===== config.mk =====
export PLATFORM = sky130hd
export DESIGN_NAME = switch_allocator_flat
export DESIGN_NICKNAME = d
export VERILOG_FILES = /design/src/rtl/switch_allocator_pkg.sv /design/src/rtl/switch_allocator_if.sv /design/src/rtl/switch_allocator_rr_arbiter_5.sv /design/src/rtl/switch_allocator.sv /design/src/flat_wrapper.sv
export SDC_FILE = /design/constraint.sdc
export NUM_CORES = 1
export LEC_CHECK = 0
export CORE_ASPECT_RATIO = 0.7
export CORE_MARGIN = 2
export CORE_UTILIZATION = 41
export CTS_CLUSTER_DIAMETER = 150
export CTS_CLUSTER_SIZE = 28
export DETAILED_ROUTE_END_ITERATION = 10
export PLACE_DENSITY = 0.69
export SETUP_SLACK_MARGIN = 0.5
export SLEW_MARGIN = 25
export SYNTH_ARGS = -nofsm -noshare
export SYNTH_HDL_FRONTEND = slang
export SYNTH_HIERARCHICAL = 1
export SYNTH_SLANG_ARGS = --single-unit

===== constraint.sdc =====
create_clock -name clk -period 12.82 [get_ports clk]
set_clock_uncertainty 0.2 [all_clocks]
set_input_delay 2.564 -clock clk [delete_from_list [all_inputs] [get_ports clk]]
set_output_delay 2.564 -clock clk [all_outputs]
set_load 0.05 [all_outputs]

===== src/rtl/switch_allocator_pkg.sv =====
// rtl/switch_allocator_pkg.sv - shared port indices, select encoding and FSM states
package switch_allocator_pkg;

  localparam int N_BIT_SEL = 3;
  localparam int N_PORT    = 5;

  localparam logic [N_BIT_SEL-1:0] PORT_L   = 3'd0;
  localparam logic [N_BIT_SEL-1:0] PORT_N   = 3'd1;
  localparam logic [N_BIT_SEL-1:0] PORT_E   = 3'd2;
  localparam logic [N_BIT_SEL-1:0] PORT_S   = 3'd3;
  localparam logic [N_BIT_SEL-1:0] PORT_W   = 3'd4;
  localparam logic [N_BIT_SEL-1:0] SEL_NONE = 3'd7;

  typedef enum logic {
    ST_IDLE   = 1'b0,
    ST_LOCKED = 1'b1
  } alloc_state_e;

  // Round-robin successor of a port index, wrapping W back to L.
  function automatic logic [N_BIT_SEL-1:0] next_port(input logic [N_BIT_SEL-1:0] p);
    return (p == PORT_W) ? PORT_L : p + 3'd1;
  endfunction

endpackage


===== src/rtl/switch_allocator_if.sv =====
// rtl/switch_allocator_if.sv - per-port request/select/grant bundle of the allocator
interface switch_allocator_if;
  import switch_allocator_pkg::*;

  logic [N_PORT-1:0]                req;
  logic [N_PORT-1:0][N_BIT_SEL-1:0] dest;
  logic [N_PORT-1:0]                tail;
  logic [N_PORT-1:0]                out_ready;
  logic [N_PORT-1:0][N_BIT_SEL-1:0] select;
  logic [N_PORT-1:0]                grant;
  logic [N_PORT-1:0]                out_valid;

  modport master (
    output req, dest, tail, out_ready,
    input  select, grant, out_valid
  );

  modport slave (
    input  req, dest, tail, out_ready,
    output select, grant, out_valid
  );

endinterface


===== src/rtl/switch_allocator_rr_arbiter_5.sv =====
// rtl/switch_allocator_rr_arbiter_5.sv - combinational 5-way round-robin pick starting at ptr
module rr_arbiter_5
  import switch_allocator_pkg::*;
(
  input  logic [N_PORT-1:0]    req,
  input  logic [N_BIT_SEL-1:0] ptr,
  output logic [N_PORT-1:0]    gnt_oh,
  output logic [N_BIT_SEL-1:0] gnt_idx
);

  logic [N_BIT_SEL:0] cand;
  logic               found;

  always_comb begin
    gnt_oh  = '0;
    gnt_idx = SEL_NONE;
    cand    = '0;
    found   = 1'b0;
    for (int k = 0; k < N_PORT; k++) begin
      // ptr is at most 4, so one subtraction is enough to wrap mod 5
      cand = {1'b0, ptr} + 4'(k);
      if (cand >= 4'(N_PORT)) begin
        cand = cand - 4'(N_PORT);
      end
      if (!found && req[cand[N_BIT_SEL-1:0]]) begin
        found                         = 1'b1;
        gnt_idx                       = cand[N_BIT_SEL-1:0];
        gnt_oh[cand[N_BIT_SEL-1:0]]   = 1'b1;
      end
    end
  end

endmodule


===== src/rtl/switch_allocator.sv =====
// rtl/switch_allocator.sv - per-output wormhole allocator: round-robin lock until tail flit
module switch_allocator
  import switch_allocator_pkg::*;
(
  input  logic         clk,
  input  logic         rst_n,
  switch_allocator_if.slave bus
);

  logic [N_PORT-1:0][N_PORT-1:0]    req_vec;
  logic [N_PORT-1:0][N_PORT-1:0]    win_oh;
  logic [N_PORT-1:0][N_BIT_SEL-1:0] win_idx;

  alloc_state_e                     state_q [N_PORT];
  alloc_state_e                     state_d [N_PORT];
  logic [N_PORT-1:0][N_BIT_SEL-1:0] owner_q, owner_d;
  logic [N_PORT-1:0][N_BIT_SEL-1:0] ptr_q, ptr_d;
  logic [N_PORT-1:0][N_BIT_SEL-1:0] sel_q, sel_d;
  logic [N_PORT-1:0]                xfer;
  logic [N_PORT-1:0]                grant;
  logic [N_PORT-1:0]                out_valid;

  // req_vec[o][i]: input i wants output o; destinations above W never match
  always_comb begin
    req_vec = '0;
    for (int o = 0; o < N_PORT; o++) begin
      for (int i = 0; i < N_PORT; i++) begin
        req_vec[o][i] = bus.req[i] && (bus.dest[i] == 3'(o));
      end
    end
  end

  for (genvar g = 0; g < N_PORT; g++) begin : g_arb
    rr_arbiter_5 u_arb (
      .req     (req_vec[g]),
      .ptr     (ptr_q[g]),
      .gnt_oh  (win_oh[g]),
      .gnt_idx (win_idx[g])
    );
  end

  always_comb begin
    state_d   = state_q;
    owner_d   = owner_q;
    ptr_d     = ptr_q;
    sel_d     = sel_q;
    xfer      = '0;
    grant     = '0;
    out_valid = '0;
    for (int o = 0; o < N_PORT; o++) begin
      case (state_q[o])
        ST_IDLE: begin
          if (|win_oh[o]) begin
            state_d[o] = ST_LOCKED;
            owner_d[o] = win_idx[o];
            ptr_d[o]   = next_port(win_idx[o]);
            sel_d[o]   = win_idx[o];
          end
        end
        ST_LOCKED: begin
          // a stalled or silent owner keeps the lock; nothing else can win meanwhile
          xfer[o] = bus.req[owner_q[o]] && bus.out_ready[o];
          if (xfer[o]) begin
            out_valid[o]        = 1'b1;
            grant[owner_q[o]]   = 1'b1;
            if (bus.tail[owner_q[o]]) begin
              state_d[o] = ST_IDLE;
              sel_d[o]   = SEL_NONE;
            end
          end
        end
      endcase
    end
  end

  always_ff @(posedge clk or negedge rst_n) begin
    if (!rst_n) begin
      for (int o = 0; o < N_PORT; o++) begin
        state_q[o] <= ST_IDLE;
        owner_q[o] <= PORT_L;
        ptr_q[o]   <= PORT_L;
        sel_q[o]   <= SEL_NONE;
      end
    end else begin
      state_q <= state_d;
      owner_q <= owner_d;
      ptr_q   <= ptr_d;
      sel_q   <= sel_d;
    end
  end

  assign bus.select    = sel_q;
  assign bus.grant     = grant;
  assign bus.out_valid = out_valid;

endmodule


===== src/flat_wrapper.sv =====
// flat-port wrapper written by rule: the top's interface ports become plain ports
module switch_allocator_flat import switch_allocator_pkg::*;
  (clk, rst_n, bus_req, bus_dest, bus_tail, bus_out_ready, bus_select, bus_grant, bus_out_valid);
  switch_allocator_if bus_i ();
  input  logic clk;
  input  logic rst_n;
  input wire logic [$bits(bus_i.req)-1:0] bus_req;
  input wire logic [$bits(bus_i.dest)-1:0] bus_dest;
  input wire logic [$bits(bus_i.tail)-1:0] bus_tail;
  input wire logic [$bits(bus_i.out_ready)-1:0] bus_out_ready;
  output wire logic [$bits(bus_i.select)-1:0] bus_select;
  output wire logic [$bits(bus_i.grant)-1:0] bus_grant;
  output wire logic [$bits(bus_i.out_valid)-1:0] bus_out_valid;
  assign bus_i.req = bus_req;
  assign bus_i.dest = bus_dest;
  assign bus_i.tail = bus_tail;
  assign bus_i.out_ready = bus_out_ready;
  assign bus_select = bus_i.select;
  assign bus_grant = bus_i.grant;
  assign bus_out_valid = bus_i.out_valid;
  switch_allocator u_core (.clk(clk), .rst_n(rst_n), .bus(bus_i));
endmodule

==> flow_summary.json <==
{
  "die_h_microns": 138.5,
  "ff2ff_path_depth": 14,
  "synth_area_leaders": "dfrtp_1 8.3%, ha_1 5.9%, nor2_1 4.6%, nand2_1 4.6%, o21ai_0 4.1%",
  "num-fill-cells": 2556,
  "cp_data_arrival_time_ps": 5010,
  "placed_cell_area_sq_mm": 0.01117,
  "final_max_slew_viol_count": 0,
  "worst_max_slew_pin_slew_ps": 1056,
  "critPathLaunch": "bus_req[3]",
  "gr-usage-all-layers": 0.2478,
  "synthCells": 1442,
  "met2WireLength_mm": 13.91,
  "drt_iter0_markers": 1429,
  "design_area_sq_mm": 0.01134,
  "result_of_the_run": "complete, no violations",
  "synth_top_area_frac": 0.08268,
  "boundaryPins": 57,
  "grt_pass1_vias": 10380,
  "fin_setup_tns_ps": 0,
  "post_cts.repair.setup_buffers": 0,
  "ys_async_sr_fraction": 1.000,
  "htreeDepth": 2,
  "finalWorstPathRequiredPeriod_ps": 7774,
  "design.final.nets": 1528,
  "cts_tree": "built",
  "grt.overflow.total": 0,
  "routed-via-count": 11680,
  "worst-setup-path-type": "primary input to output port",
  "clkSinkCount": 50,
  "die-area_sq_mm": 0.02716,
  "cts_root_buffer": "clkbuf_16",
  "met3WireLength_mm": 3.661,
  "yosysMostFrequentCell": "nor2_1",
  "maxCapViolCount": 0,
  "post_cts.resized_instances": 0,
  "gpl.final_weighted_congestion": 0.9845,
  "finalSetupViolations": 0,
  "drive_above_1_share": 0.09362,
  "routed_antenna_nets": 0,
  "antenna-diode-count": 0,
  "edff_count_synth": 0,
  "core_area_sq_mm": 0.02550,
  "yosysWarnings": 6,
  "yosys.cell_types.count": 110,
  "fmax_mhz": 128.6,
  "synth_flop_cell": "dfrtp_1",
  "worst_hold_path.num_cells": 2,
  "clkTransAtPathRegs_ps": 70,
  "setup.worst_path.end_class": "output port",
  "detail_route.vias_per_cell": 6.587,
  "mean_routed_wirelength_per_cell_microns": 19.58,
  "m1WireLength_mm": 16.52,
  "syn-mean-instance-area_sq_um": 7.346,
  "hp-start": "u_core/bus.select[2]$_DFFE_PN1P_",
  "wirelength_mm": 34.71,
  "drc": 0,
  "areaGrowthSynthToFinish_pct": 7.017,
  "placement_rows": 49,
  "grt_antenna_before_repair": 0,
  "reg2reg_from": "u_core/ptr_q[4]$_DFFE_PN0P_",
  "finalHoldViolations": 0,
  "clock_insertion_delay_worst_skew_ps": 300,
  "req_time_crit_path_ps": 10060,
  "initial_utilization": 0.4153,
  "synth_sequential_area_ratio": 0.1199,
  "number_of_buffers_between_clock_root_and_the_deepest_sink": 2,
  "timing.critical_path.fanout_max": 8,
  "period_share": 0.6064,
  "cts-buffers-inserted": 5,
  "die_width_microns": 196.1,
  "wire_length_of_the_first_global_routing_pass_mm": 55.76,
  "worst_slew_margin_rel": 0.2907,
  "grt_start_max_net_pins": 51,
  "highest-signal-layer": "met4",
  "synth.cell_area_sq_mm": 0.01059,
  "count_of_hold_fix_buffers_inserted_at_cts": 0,
  "dp.final_hpwl_mm": 26.85,
  "grt_setup_unrepaired": "false",
  "worstSetupStartpointType": "primary input",
  "io_buf_count": 56,
  "post-synth-top-area-cell": "dfrtp_1",
  "firstDrtPassIters": 6,
  "min-delay-path-class": "flop to flop",
  "synth.top_cells.by_count": "131 x nor2_1, 130 x nand2_1, 86 x inv_1, 86 x o21ai_0, 69 x a21oi_1",
  "yosys_register_bits": 50,
  "synth_fp_nets": 1529
}
per-layer routing:
layer  global-route usage  vias up
met4              0.05781        0
met5                    0        -
met3              0.05758       46
li1                     -     5513
met2               0.3471      620
met1               0.3782     5499
flip-flops by register name (all words and copies together), names as in the netlist:
name	flops
u_core/ptr_q	15
u_core/owner_q	15
u_core/state_q	5
u_core/bus.select	15
kinds of logic after synthesis:
logic type / count (synthesis) / synth area share
buffers and inverters: 169 / 0.07926
flip-flops: 50 / 0.1199
AND/OR/NAND/NOR: 593 / 0.3006
XOR/XNOR: 18 / 0.01488
multiplexers: 60 / 0.06319
adder cells (fa/ha/maj): 55 / 0.06851
AO/OA/AOI/OAI: 497 / 0.3537
stage by stage:
stage                     hold slack, ps  worst slack (ps)  cells  utilization
after floorplan                    322.6              5370   1442            -
after global placement             315.4              5075   1765       0.4381
after detailed placement           315.9              5075   1765       0.4381
after CTS                          326.2              5069   1773       0.4441
after global routing               345.1              4964   1773       0.4445
final                              322.5              5046   1773       0.4445
layout make-up:
class	count	area, sq um	area share
clock buffer	5	125.1	0.01104
clock inverter	3	28.78	0.002539
inverter	90	337.8	0.02980
multi-input combinational	1223	8492	0.7491
sequential	50	1270	0.1120
tap	331	414.1	0.03653
timing repair buffer	71	668.1	0.05894
path summary, 6_finish.rpt:
kind,end,slack [ps]
max,bus_grant[0],5050
min,u_core/bus.select[2]$_DFFE_PN1P_,320
max reg2reg,u_core/ptr_q[3]$_DFFE_PN0P_,7440
min reg2reg,u_core/bus.select[2]$_DFFE_PN1P_,320
max in group asynchronous,u_core/state_q[3]$_DFF_PN0_,9800
min in group asynchronous,u_core/ptr_q[2]$_DFFE_PN0P_,2170
critical path: stages:
cell and delay [ps]:
clkdlybuf4s50_1 690, mux2i_1 140, nor2_1 150, a211oi_2 60, or2_1 260, o41ai_1 270
clkdlybuf4s50_1 870
cell usage in the layout (no fill, tap or decap), types with 17 or more instances in the layout:
master,count
nor2_1,131
a22oi_1,17
o21ai_0,86
inv_1,86
nand3_1,47
nand4_1,26
nand2b_1,37
clkdlybuf4s50_1,55
nor4_1,22
a21o_1,29
a211oi_1,27
nand2_1,130
o211ai_1,31
nor2b_1,20
nor3_1,53
a21oi_1,68
dfrtp_1,35
xnor2_1,18
ha_1,50
mux2i_1,41
Power is left out: the tool's default activity adds up to more than one toggle a clock period on the data nets, which glitch-free logic cannot reach.
